$ cat config.mk
export PLATFORM = sky130hd
export DESIGN_NAME = imm_gen_pipe
export DESIGN_NICKNAME = d
export VERILOG_FILES = /design/src/rtl/imm_gen_pipe.sv
export SDC_FILE = /design/constraint.sdc
export NUM_CORES = 1
export LEC_CHECK = 0
export ABC_CLOCK_PERIOD_IN_PS = 5200
export CAP_MARGIN = 20
export CORE_ASPECT_RATIO = 0.9
export CORE_UTILIZATION = 50
export DETAILED_ROUTE_END_ITERATION = 8
export HOLD_SLACK_MARGIN = 0.12
export PLACE_DENSITY_LB_ADDON = 0.15
export SLEW_MARGIN = 20
export SYNTH_ARGS = -nofsm -noshare
export SYNTH_HDL_FRONTEND = slang
export SYNTH_SLANG_ARGS = --single-unit
export TNS_END_PERCENT = 10
$ cat constraint.sdc
create_clock -name i_clk -period 5.2 [get_ports i_clk]
set_clock_uncertainty 0.05 [all_clocks]
set_input_delay 0.52 -clock i_clk [delete_from_list [all_inputs] [get_ports i_clk]]
set_output_delay 0.52 -clock i_clk [all_outputs]
set_load 0.05 [all_outputs]
$ cat src/rtl/imm_gen_pipe.sv
// imm_gen_pipe: registered RISC-V immediate generator with valid/ready handshake
// and a 2-entry skid buffer so o_ready never depends combinationally on i_ready.
module imm_gen_pipe #(
    parameter int XLEN  = 32,
    parameter int TAG_W = 32
) (
    input  logic             i_clk,
    input  logic             i_rst,
    input  logic             i_valid,
    output logic             o_ready,
    input  logic [31:0]      i_inst,
    input  logic [TAG_W-1:0] i_tag,
    output logic             o_valid,
    input  logic             i_ready,
    output logic [XLEN-1:0]  o_imm,
    output logic [2:0]       o_fmt,
    output logic             o_illegal,
    output logic [TAG_W-1:0] o_tag
);
    localparam int W = XLEN + 4 + TAG_W;

    logic [XLEN-1:0] imm;
    logic [2:0]      fmt;
    logic            ill;
    logic [W-1:0]    new_e, out_q, out_d, skid_q, skid_d;
    logic            out_v_q, out_v_d, skid_v_q, skid_v_d, accept, drain;

    always_comb begin
        imm = '0;
        fmt = 3'd0;
        ill = 1'b0;
        case (i_inst[6:0])
            7'b0000011, 7'b0010011, 7'b1100111: begin
                fmt = 3'd1;
                imm = XLEN'($signed(i_inst[31:20]));
            end
            7'b0100011: begin
                fmt = 3'd2;
                imm = XLEN'($signed({i_inst[31:25], i_inst[11:7]}));
            end
            7'b1100011: begin
                fmt = 3'd3;
                imm = XLEN'($signed({i_inst[31], i_inst[7], i_inst[30:25], i_inst[11:8], 1'b0}));
            end
            7'b0110111, 7'b0010111: begin
                fmt = 3'd4;
                imm = XLEN'($signed({i_inst[31:12], 12'b0}));
            end
            7'b1101111: begin
                fmt = 3'd5;
                imm = XLEN'($signed({i_inst[31], i_inst[19:12], i_inst[20], i_inst[30:21], 1'b0}));
            end
            7'b1110011: begin
                fmt = i_inst[14] ? 3'd6 : 3'd1;
                imm = i_inst[14] ? XLEN'(i_inst[19:15]) : XLEN'($signed(i_inst[31:20]));
            end
            7'b0110011: fmt = 3'd0;
            7'b0011011: begin
                ill = (XLEN != 64);
                fmt = ill ? 3'd0 : 3'd1;
                imm = ill ? '0 : XLEN'($signed(i_inst[31:20]));
            end
            7'b0111011: ill = (XLEN != 64);
            default:    ill = 1'b1;
        endcase
    end

    assign new_e  = {imm, fmt, ill, i_tag};
    assign accept = i_valid && !skid_v_q;
    assign drain  = out_v_q && i_ready;

    // skid only fills when out is stalled, so a full skid always refills out first
    always_comb begin
        out_d    = out_q;
        skid_d   = skid_q;
        out_v_d  = out_v_q;
        skid_v_d = skid_v_q;
        if (skid_v_q) begin
            if (drain) begin
                out_d    = skid_q;
                skid_v_d = 1'b0;
            end
        end else if (accept) begin
            if (!out_v_q || drain) begin
                out_d   = new_e;
                out_v_d = 1'b1;
            end else begin
                skid_d   = new_e;
                skid_v_d = 1'b1;
            end
        end else if (drain) begin
            out_v_d = 1'b0;
        end
    end

    always_ff @(posedge i_clk or posedge i_rst) begin
        if (i_rst) begin
            out_q    <= '0;
            skid_q   <= '0;
            out_v_q  <= 1'b0;
            skid_v_q <= 1'b0;
        end else begin
            out_q    <= out_d;
            skid_q   <= skid_d;
            out_v_q  <= out_v_d;
            skid_v_q <= skid_v_d;
        end
    end

    assign {o_imm, o_fmt, o_illegal, o_tag} = out_q;
    assign o_valid = out_v_q;
    assign o_ready = !skid_v_q;
endmodule
==> results of run 1 <==
## tightest hold or removal path: stages, from the launching register on
cell     delay [ns]
dfrtp_1        0.34
nand2_1        0.05
nand2_1        0.06
## layer usage
layer  track usage, %  share of wire [%]
met1             34.1                 45
met5                0                  0
met4             10.1                1.0
met2             42.2                 49
met3             6.38                5.7
## layout by cell type, fill, tap and decap left out, drive strengths merged, types with 3 or more instances in the layout
cell,n
inv,5
clkdlybuf4s50,137
o21ai,74
nand2,166
dfrtp,138
a221o,6
and3,8
mux2i,32
a211oi,3
nor2b,5
clkinv,3
a22o,10
or3,20
a31oi,9
o22ai,6
buf,6
clkbuf,27
nor2,30
nor3,4
a21oi,47
and2,3
## per-stage QoR
step                      util (%)  hold WS [ns]  power [mW]
after floorplan                  -         0.391        3.52
after global placement        64.6         0.405        4.26
after detailed placement      64.6         0.413        4.32
after CTS                     69.7         0.426        5.52
after global routing          69.7         0.449        5.80
final                         69.7         0.427        5.49
## path summary, 6_finish.rpt
path / endpoint / slack (ns)
setup / recovery: out_q[66]$_DFFE_PP0P_ / 1.90
hold / removal: skid_q[13]$_DFFE_PP0P_ / 0.43
setup reg to reg: out_q[66]$_DFFE_PP0P_ / 1.90
hold reg to reg: skid_q[13]$_DFFE_PP0P_ / 0.43
max in group asynchronous: skid_q[49]$_DFFE_PP0P_ / 3.41
min in group asynchronous: o_valid$_DFFE_PP0P_ / 0.60
## logic make-up after synthesis
logic type      count (synthesis)  synth area share, %
simple gates                  248                 17.8
flops                         138                 56.5
buf+inv                        51                 3.71
compound gates                166                 16.6
mux                            33                 5.43
## power by group
part | internal, mW | leakage, nW | switching (mW)
sequential | 1.54 | 1.72 | 0.282
combinational | 0.847 | 1.58 | 1.65
clock | 0.747 | 0.290 | 0.428
total | 3.13 | 3.59 | 2.36
## area by class of cell
| class | instances | area [um2] |
|---|---|---|
| timing repair buffer | 143 | 1420 |
| clock inverter | 5 | 56.3 |
| tap | 156 | 195 |
| fill | 890 | 3530 |
| inverter | 5 | 23.8 |
| multi-input combinational | 447 | 2460 |
| sequential | 138 | 3450 |
| clock buffer | 27 | 533 |
## sequential cells by signal, indices dropped and copies added (netlist names)
signal / flops
skid_v_q: 1
out_q: 68
o_valid: 1
skid_q: 68
==> flow_summary.toml, run 1 <==
[sta]
max-slew-margin-rel_pct = 35.8
slew_viol_final = 0
hold_violations = 0
finalSetupViolations = 0
worst_pin_slew_ns = 0.956
min_period_ns = 3.30
fmax_mhz = 303
rsz0062_at_grt = "false"
setup-tns-final_ns = 0
finalWorstSetupSlack_ns = 1.90
period_share_pct = 63.4

[synth]
synth-seq-cells = 138
mappedNetlistArea_mm2 = 0.00611
synth.most_common_cell = "nand2_1"
synth_flop_cell = "dfrtp_1"
synthTopCellsByCount = "nand2_1, dfrtp_1, o21ai_0"
seq_area_frac_synth_pct = 56.5
synth_area_per_cell_um2 = 9.60
async_reset_ff_share_pct = 100
synth_edf_count = 0
yosysWarnings = 0
synth_cells = 636
synth_area_leaders = "dfrtp_1, nand2_1, o21ai_0, mux2i_1, a21oi_1"
synth_top_area_share_pct = 56.5
synth_top_area_cell = "dfrtp_1"
synth_fp_nets = 704
synth_cell_types = 47

[floorplan]
dieArea_mm2 = 0.0127
floorplan.initialDensity_pct = 52.4
rows = 37
ios = 138
dieWidth_um = 119
die_y_um = 107
core_area_mm2 = 0.0117

[global_route]
grt_pass1_vias = 5130
track_usage_pct = 26.1
overflow = 0
grt_pass1_wl_um = 25400
grt_max_degree = 95
antenna_found_initial = 0

[detailed_routing]
totalWireLength_um = 15600
vias = 5088
route.detailed.drc = 0
dr.pass1.iters = 5
drt-initial-drc-count = 602
wl_per_cell_um = 16.9
vias_per_cell = 5.52
ant_nets = 0

[clock_tree]
clk_latency_ns = 0.41
cts_tree = "yes"
cts_setup_buffers = 0
post_cts_resized = 0
holdBufCountCts = 0
cts-buffers-inserted = 17
cts_buffer_depth = 2
cts_sinks = 138
htreeDepth = 4
cts-root-buf = "clkbuf_16"
clkTransAtPathRegs_ns = 0.06

[place]
pre_cts_ws_ns = 1.95
placedCellCount = 889
dp_hpwl_um = 10300
place_area_mm2 = 0.00754
port_buffers = 137
gp_congestion = 0.927

[hold_path]
hp-start = "skid_q[13]$_DFFE_PP0P_"
min_path_type = "flip-flop to flip-flop"
holdPathStages = 2

[worst_setup_path]
timing.setup.critical_path_class = "flip-flop to flip-flop"
rr_startpoint = "skid_v_q$_DFF_PP0_"
crit_family = "compound AO/OA/AOI/OAI gates"
cp.arrival_ns = 3.50
cp_cell_sequence = "buf_4 > nand2_1 > a21oi_2 > buf_4 > nand2_1 > a21oi_1 > a21oi_1"
cp_max_fo = 36
worst-path-buf-inv = 2
slowest_delay_ns = 0.78
cp.required_ns = 5.41
cp.depth = 7
start_kind = "flip-flop"
endpoint_kind = "flip-flop"
ff2ff_path_depth = 7
crit_start = "skid_v_q$_DFF_PP0_"
cp_slowest_cell = "a21oi_1"

[final_layout]
stdcell_area_mm2 = 0.00814
n_antenna_cell = 0
final_cells = 921
final_nets = 820
drive_gt1_share_pct = 7.45
area_growth_pct = 33.2

[outcome]
outcome = "finished clean"

[power_and_ir_drop]
vdd_drop_max_mv = 0.339
p_leak_nw = 3.59
power_density_mw_per_mm2 = 675

[job]
max_cap_viol_count = 0
Power figures use the tool's default switching activity.
==> run 2, diff against run 1 <==
--- a/config.mk
+++ b/config.mk
@@ -5,7 +5,7 @@
 export SDC_FILE = /design/constraint.sdc
 export NUM_CORES = 1
 export LEC_CHECK = 0
-export ABC_CLOCK_PERIOD_IN_PS = 5200
+export ABC_CLOCK_PERIOD_IN_PS = 3040
 export CAP_MARGIN = 20
 export CORE_ASPECT_RATIO = 0.9
 export CORE_UTILIZATION = 50
==> constraint.sdc (replaced) <==
create_clock -name i_clk -period 3.04 [get_ports i_clk]
set_clock_uncertainty 0.05 [all_clocks]
set_input_delay 0.304 -clock i_clk [delete_from_list [all_inputs] [get_ports i_clk]]
set_output_delay 0.304 -clock i_clk [all_outputs]
set_load 0.05 [all_outputs]
==> flow_summary.toml, run 2 (same netlist as run 1, synthesis figures left out) <==
[power_and_ir_drop]
swShare_pct = 42.9
p_int_mw = 5.49
vdd_drop_max_mv = 0.643
switching_power_mw = 4.12
seqPwrFrac_pct = 32.2
power_density_mw_per_mm2 = 1170
power.total_mw = 9.61
p_leak_nw = 3.63
p_comb_share_pct = 45.4
clkPwrFrac_pct = 22.4

[sta]
min_period_ns = 2.41
max-slew-margin-rel_pct = 44.9
finalWorstSetupSlack_ns = 0.629
finalSetupViolations = 0
rsz0062_at_grt = "false"
slew_viol_final = 0
hold_violations = 0
setup-tns-final_ns = 0
period_share_pct = 79.3
worst_pin_slew_ns = 0.827
fmax_mhz = 415

[place]
pre_cts_ws_ns = 0.404
place_area_mm2 = 0.00760
port_buffers = 137
placedCellCount = 894
gp_congestion = 0.876
dp_hpwl_um = 10200

[clock_tree]
clkTransAtPathRegs_ns = 0.05
cts_buffer_depth = 2
holdBufCountCts = 0
post_cts_resized = 0
cts-root-buf = "clkbuf_16"
cts_sinks = 138
cts_setup_buffers = 0
cts_tree = "yes"
htreeDepth = 4
cts-buffers-inserted = 17
clk_latency_ns = 0.42

[worst_setup_path]
cp.required_ns = 2.69
crit_family = "buffers and inverters"
rr_startpoint = "skid_v_q$_DFF_PP0_"
cp_max_fo = 14
cp_slowest_cell = "clkdlybuf4s50_1"
slowest_delay_ns = 0.90
start_kind = "flip-flop"
worst-path-buf-inv = 2
ff2ff_path_depth = 5
cp.arrival_ns = 2.06
endpoint_kind = "output port"
cp.depth = 2
crit_start = "skid_v_q$_DFF_PP0_"
cp_cell_sequence = "inv_1 > clkdlybuf4s50_1"
timing.setup.critical_path_class = "flip-flop to output port"

[global_route]
antenna_found_initial = 0
gr-usage-met2_pct = 43.0
overflow = 0
grt.met1_usage_pct = 34.6
grt_pass1_vias = 5221
grt_pass1_wl_um = 25900
busiest_layer = "met2"
met3_usage_pct = 6.01
track_usage_pct = 26.4
grt_max_degree = 139

[floorplan]
floorplan.initialDensity_pct = 52.4
dieArea_mm2 = 0.0127
dieWidth_um = 119
rows = 37
die_y_um = 107
ios = 138
core_area_mm2 = 0.0117

[final_layout]
final_nets = 825
final_cells = 926
fill_cells = 903
final_cell_mix = "nand2_1, clkdlybuf4s50_1, dfrtp_1"
largestRegisters = "out_q: 68 flops, skid_q: 68 flops"
layout_commonest_cell = "nand2_1"
stdcell_area_mm2 = 0.00822
area_growth_pct = 34.6
drive_gt1_share_pct = 8.44
n_antenna_cell = 0

[detailed_routing]
wl_per_cell_um = 17.0
drt-initial-drc-count = 456
route.detailed.drc = 0
ant_nets = 0
totalWireLength_um = 15700
vias_per_cell = 5.57
vias = 5161
dr.pass1.iters = 5

[hold_path]
hp-start = "i_tag[16]"
min_path_type = "input pin to flip-flop"
holdPathStages = 3

[job]
max_cap_viol_count = 0

[outcome]
outcome = "finished clean"
-- run 2: per-stage QoR --
stage,util [%],hold WS (ns)
final,70.5,0.392
after global routing,70.5,0.412
after CTS,70.5,0.385
after detailed placement,65.1,0.412
after global placement,65.1,0.407
after floorplan,-,0.340
-- run 2: worst reg2reg max path: cells and delay by family, from the launching register on --
family / cells / cell delay [ns]
AO/OA/AOI/OAI: 3 / 1.09
AND/OR/NAND/NOR: 2 / 0.52
flip-flops: 1 / 0.51
-- run 2: layout make-up --
| cell class | instances | area [um2] | area share, % |
|---|---|---|---|
| inverters | 5 | 22.5 | 0.274 |
| clock buffers | 21 | 480 | 5.84 |
| clock inverters | 11 | 143 | 1.73 |
| repair buffers | 148 | 1480 | 18.0 |
| well taps | 156 | 195 | 2.37 |
| multi-input cells | 447 | 2450 | 29.8 |
| flip-flops and latches | 138 | 3450 | 42.0 |
-- run 2: path summary, 6_finish.rpt --
check,endpoint,slack (ns)
min in group asynchronous,skid_q[2]$_DFFE_PP0P_,0.40
worst max register to register,out_q[66]$_DFFE_PP0P_,0.73
worst min-delay path,skid_q[16]$_DFFE_PP0P_,0.39
worst max-delay path,o_ready,0.63
max in group asynchronous,out_q[35]$_DFFE_PP0P_,1.99
worst min register to register,skid_q[7]$_DFFE_PP0P_,0.42
-- run 2: layer usage --
metal / vias up / wire length (um)
li1: 2427 / -
met1: 2543 / 7090
met4: 0 / 260
met2: 167 / 7510
met3: 24 / 872
met5: - / 0
-- run 2: power groups by stage --
stage | clock network, mW | registers, mW | logic (mW)
after floorplan | 0 | 4.38 | 1.64
after global placement | 0 | 3.07 | 4.26
after detailed placement | 0 | 3.09 | 4.37
after CTS | 2.17 | 3.09 | 4.40
after global routing | 2.25 | 3.18 | 4.70
final | 2.15 | 3.09 | 4.36
==> run 3, diff against run 2 <==
--- a/config.mk
+++ b/config.mk
@@ -5,10 +5,10 @@
 export SDC_FILE = /design/constraint.sdc
 export NUM_CORES = 1
 export LEC_CHECK = 0
-export ABC_CLOCK_PERIOD_IN_PS = 3040
+export ABC_CLOCK_PERIOD_IN_PS = 2200
 export CAP_MARGIN = 20
 export CORE_ASPECT_RATIO = 0.9
-export CORE_UTILIZATION = 50
+export CORE_UTILIZATION = 46
 export DETAILED_ROUTE_END_ITERATION = 8
 export HOLD_SLACK_MARGIN = 0.12
 export PLACE_DENSITY_LB_ADDON = 0.15
==> constraint.sdc (replaced) <==
create_clock -name i_clk -period 2.2 [get_ports i_clk]
set_clock_uncertainty 0.05 [all_clocks]
set_input_delay 0.22 -clock i_clk [delete_from_list [all_inputs] [get_ports i_clk]]
set_output_delay 0.22 -clock i_clk [all_outputs]
set_load 0.05 [all_outputs]
==> flow_summary.toml, run 3 (same netlist as run 1, synthesis figures left out) <==
[outcome]
outcome = "finished clean"

[global_route]
antenna_found_initial = 0
grt_pass1_wl_um = 25900
grt_max_degree = 58
overflow = 0
grt_pass1_vias = 5112
track_usage_pct = 24.5

[sta]
slew_viol_final = 0
rsz0062_at_grt = "false"
min_period_ns = 1.99
max-slew-margin-rel_pct = 40.2
hold_violations = 0
period_share_pct = 90.2
fmax_mhz = 504
finalWorstSetupSlack_ns = 0.215
worst_pin_slew_ns = 0.897
finalSetupViolations = 0

[floorplan]
core_area_mm2 = 0.0128
ios = 138
dieWidth_um = 123
dieArea_mm2 = 0.0137
floorplan.initialDensity_pct = 47.6
die_y_um = 111
rows = 39

[worst_setup_path]
rr_startpoint = "skid_v_q$_DFF_PP0_"
cp.required_ns = 2.41
r2r_end = "out_q[56]$_DFFE_PP0P_"
cp_max_fo = 11
start_kind = "flip-flop"
crit_end = "out_q[56]$_DFFE_PP0P_"
endpoint_kind = "flip-flop"
crit_start = "skid_v_q$_DFF_PP0_"
ff2ff_path_depth = 5
cp.arrival_ns = 2.19
timing.setup.critical_path_class = "flip-flop to flip-flop"
r2r_setup_slack_ns = 0.21

[final_layout]
area_growth_pct = 38.2
fill_cells = 1010
stdcell_area_mm2 = 0.00844
largestRegisters = "out_q: 68 flops, skid_q: 68 flops"
n_antenna_cell = 0
layout_commonest_cell = "nand2_1"
final_cell_mix = "nand2_1, dfrtp_1, clkdlybuf4s50_1"
final_nets = 850
final_cells = 959
drive_gt1_share_pct = 11.6

[place]
pre_cts_ws_ns = -0.157
gp_congestion = 0.936
placedCellCount = 927
place_area_mm2 = 0.00782
port_buffers = 137
dp_hpwl_um = 10800

[clock_tree]
cts-root-buf = "clkbuf_16"
htreeDepth = 4
cts_tree = "yes"
cts_sinks = 138
clkTransAtPathRegs_ns = 0.06
clk_latency_ns = 0.41
cts-buffers-inserted = 17
holdBufCountCts = 0
cts_buffer_depth = 2

[power_and_ir_drop]
clkPwrFrac_pct = 22.2
seqPwrFrac_pct = 31.6
p_comb_share_pct = 46.2
swShare_pct = 42.4
switching_power_mw = 5.67
p_int_mw = 7.71
power.total_mw = 13.4
vdd_drop_max_mv = 1.10
power_density_mw_per_mm2 = 1580
p_leak_nw = 3.76

[detailed_routing]
vias = 5181
route.detailed.drc = 0
wl_per_cell_um = 16.7
dr.pass1.iters = 5
drt-initial-drc-count = 332
totalWireLength_um = 16100
vias_per_cell = 5.40
ant_nets = 0

[job]
max_cap_viol_count = 0

[hold_path]
min_path_type = "input pin to asynchronous set/reset pin"
run 3: changes by cell type in the layout (fill, tap and decap cells not counted), moves of 2 or more:
cell and delta:
clkinv_2 +3, clkinv_4 -2, buf_4 +24, clkbuf_8 -3, buf_12 +2
run 3: layer usage:
metal,vias up,global-route usage [%],share of wire (%)
met5,-,0,0
met4,0,8.27,1.4
met3,19,4.78,5.2
met2,167,38.7,48
met1,2523,33.6,45
li1,2472,-,-
run 3: power by group through the flow:
stage | clock network [mW] | registers [mW] | logic, mW
floorplan | 0 | 6.05 | 2.26
global placement | 0 | 4.20 | 6.06
detailed placement | 0 | 4.25 | 6.19
CTS | 3.02 | 4.23 | 6.22
global route | 3.14 | 4.36 | 6.63
finish | 2.97 | 4.23 | 6.18
run 3: cell type report:
| cell class | count | area, um2 | area share (%) |
|---|---|---|---|
| inverters | 5 | 22.5 | 0.267 |
| multi-input cells | 447 | 2450 | 29.1 |
| clock inverters | 14 | 178 | 2.10 |
| clock buffers | 18 | 439 | 5.20 |
| well taps | 164 | 205 | 2.43 |
| flip-flops and latches | 138 | 3450 | 40.9 |
| repair buffers | 173 | 1690 | 20.0 |
run 3: worst min-delay path by stage:
| stage | startpoint | endpoint | cells past startpoint |
|---|---|---|---|
| 6_report | i_rst | out_q[5]$_DFFE_PP0P_ | 2 |
| 3_5_place_dp | skid_q[14]$_DFFE_PP0P_ | skid_q[14]$_DFFE_PP0P_ | 2 |
| 4_1_cts | i_rst | skid_q[10]$_DFFE_PP0P_ | 2 |
| 5_1_grt | i_rst | out_q[6]$_DFFE_PP0P_ | 2 |
| 2_1_floorplan | i_ready | skid_v_q$_DFF_PP0_ | 1 |
| 3_3_place_gp | skid_q[32]$_DFFE_PP0P_ | skid_q[32]$_DFFE_PP0P_ | 2 |
run 3: through the flow:
stage                     util, %  TNS [ns]  hold WS [ns]
after global routing         65.8         0         0.183
final                        65.8         0         0.131
after global placement       60.9    -0.328         0.405
after CTS                    65.7         0         0.137
after floorplan                 -         0         0.256
after detailed placement     60.9     -2.47         0.413
run 3: repair_timing:
item	CTS	global route
setup buffers	0	0
resized for setup	0	1
setup endpoints to repair	0	11
run 3: worst max-delay path, stage by stage, from the launching register on:
cell	delay, ns
dfrtp_2	0.42
nand2b_1	0.22
a21oi_2	0.17
nand2_1	0.09
a21oi_1	0.71
a21oi_1	0.17
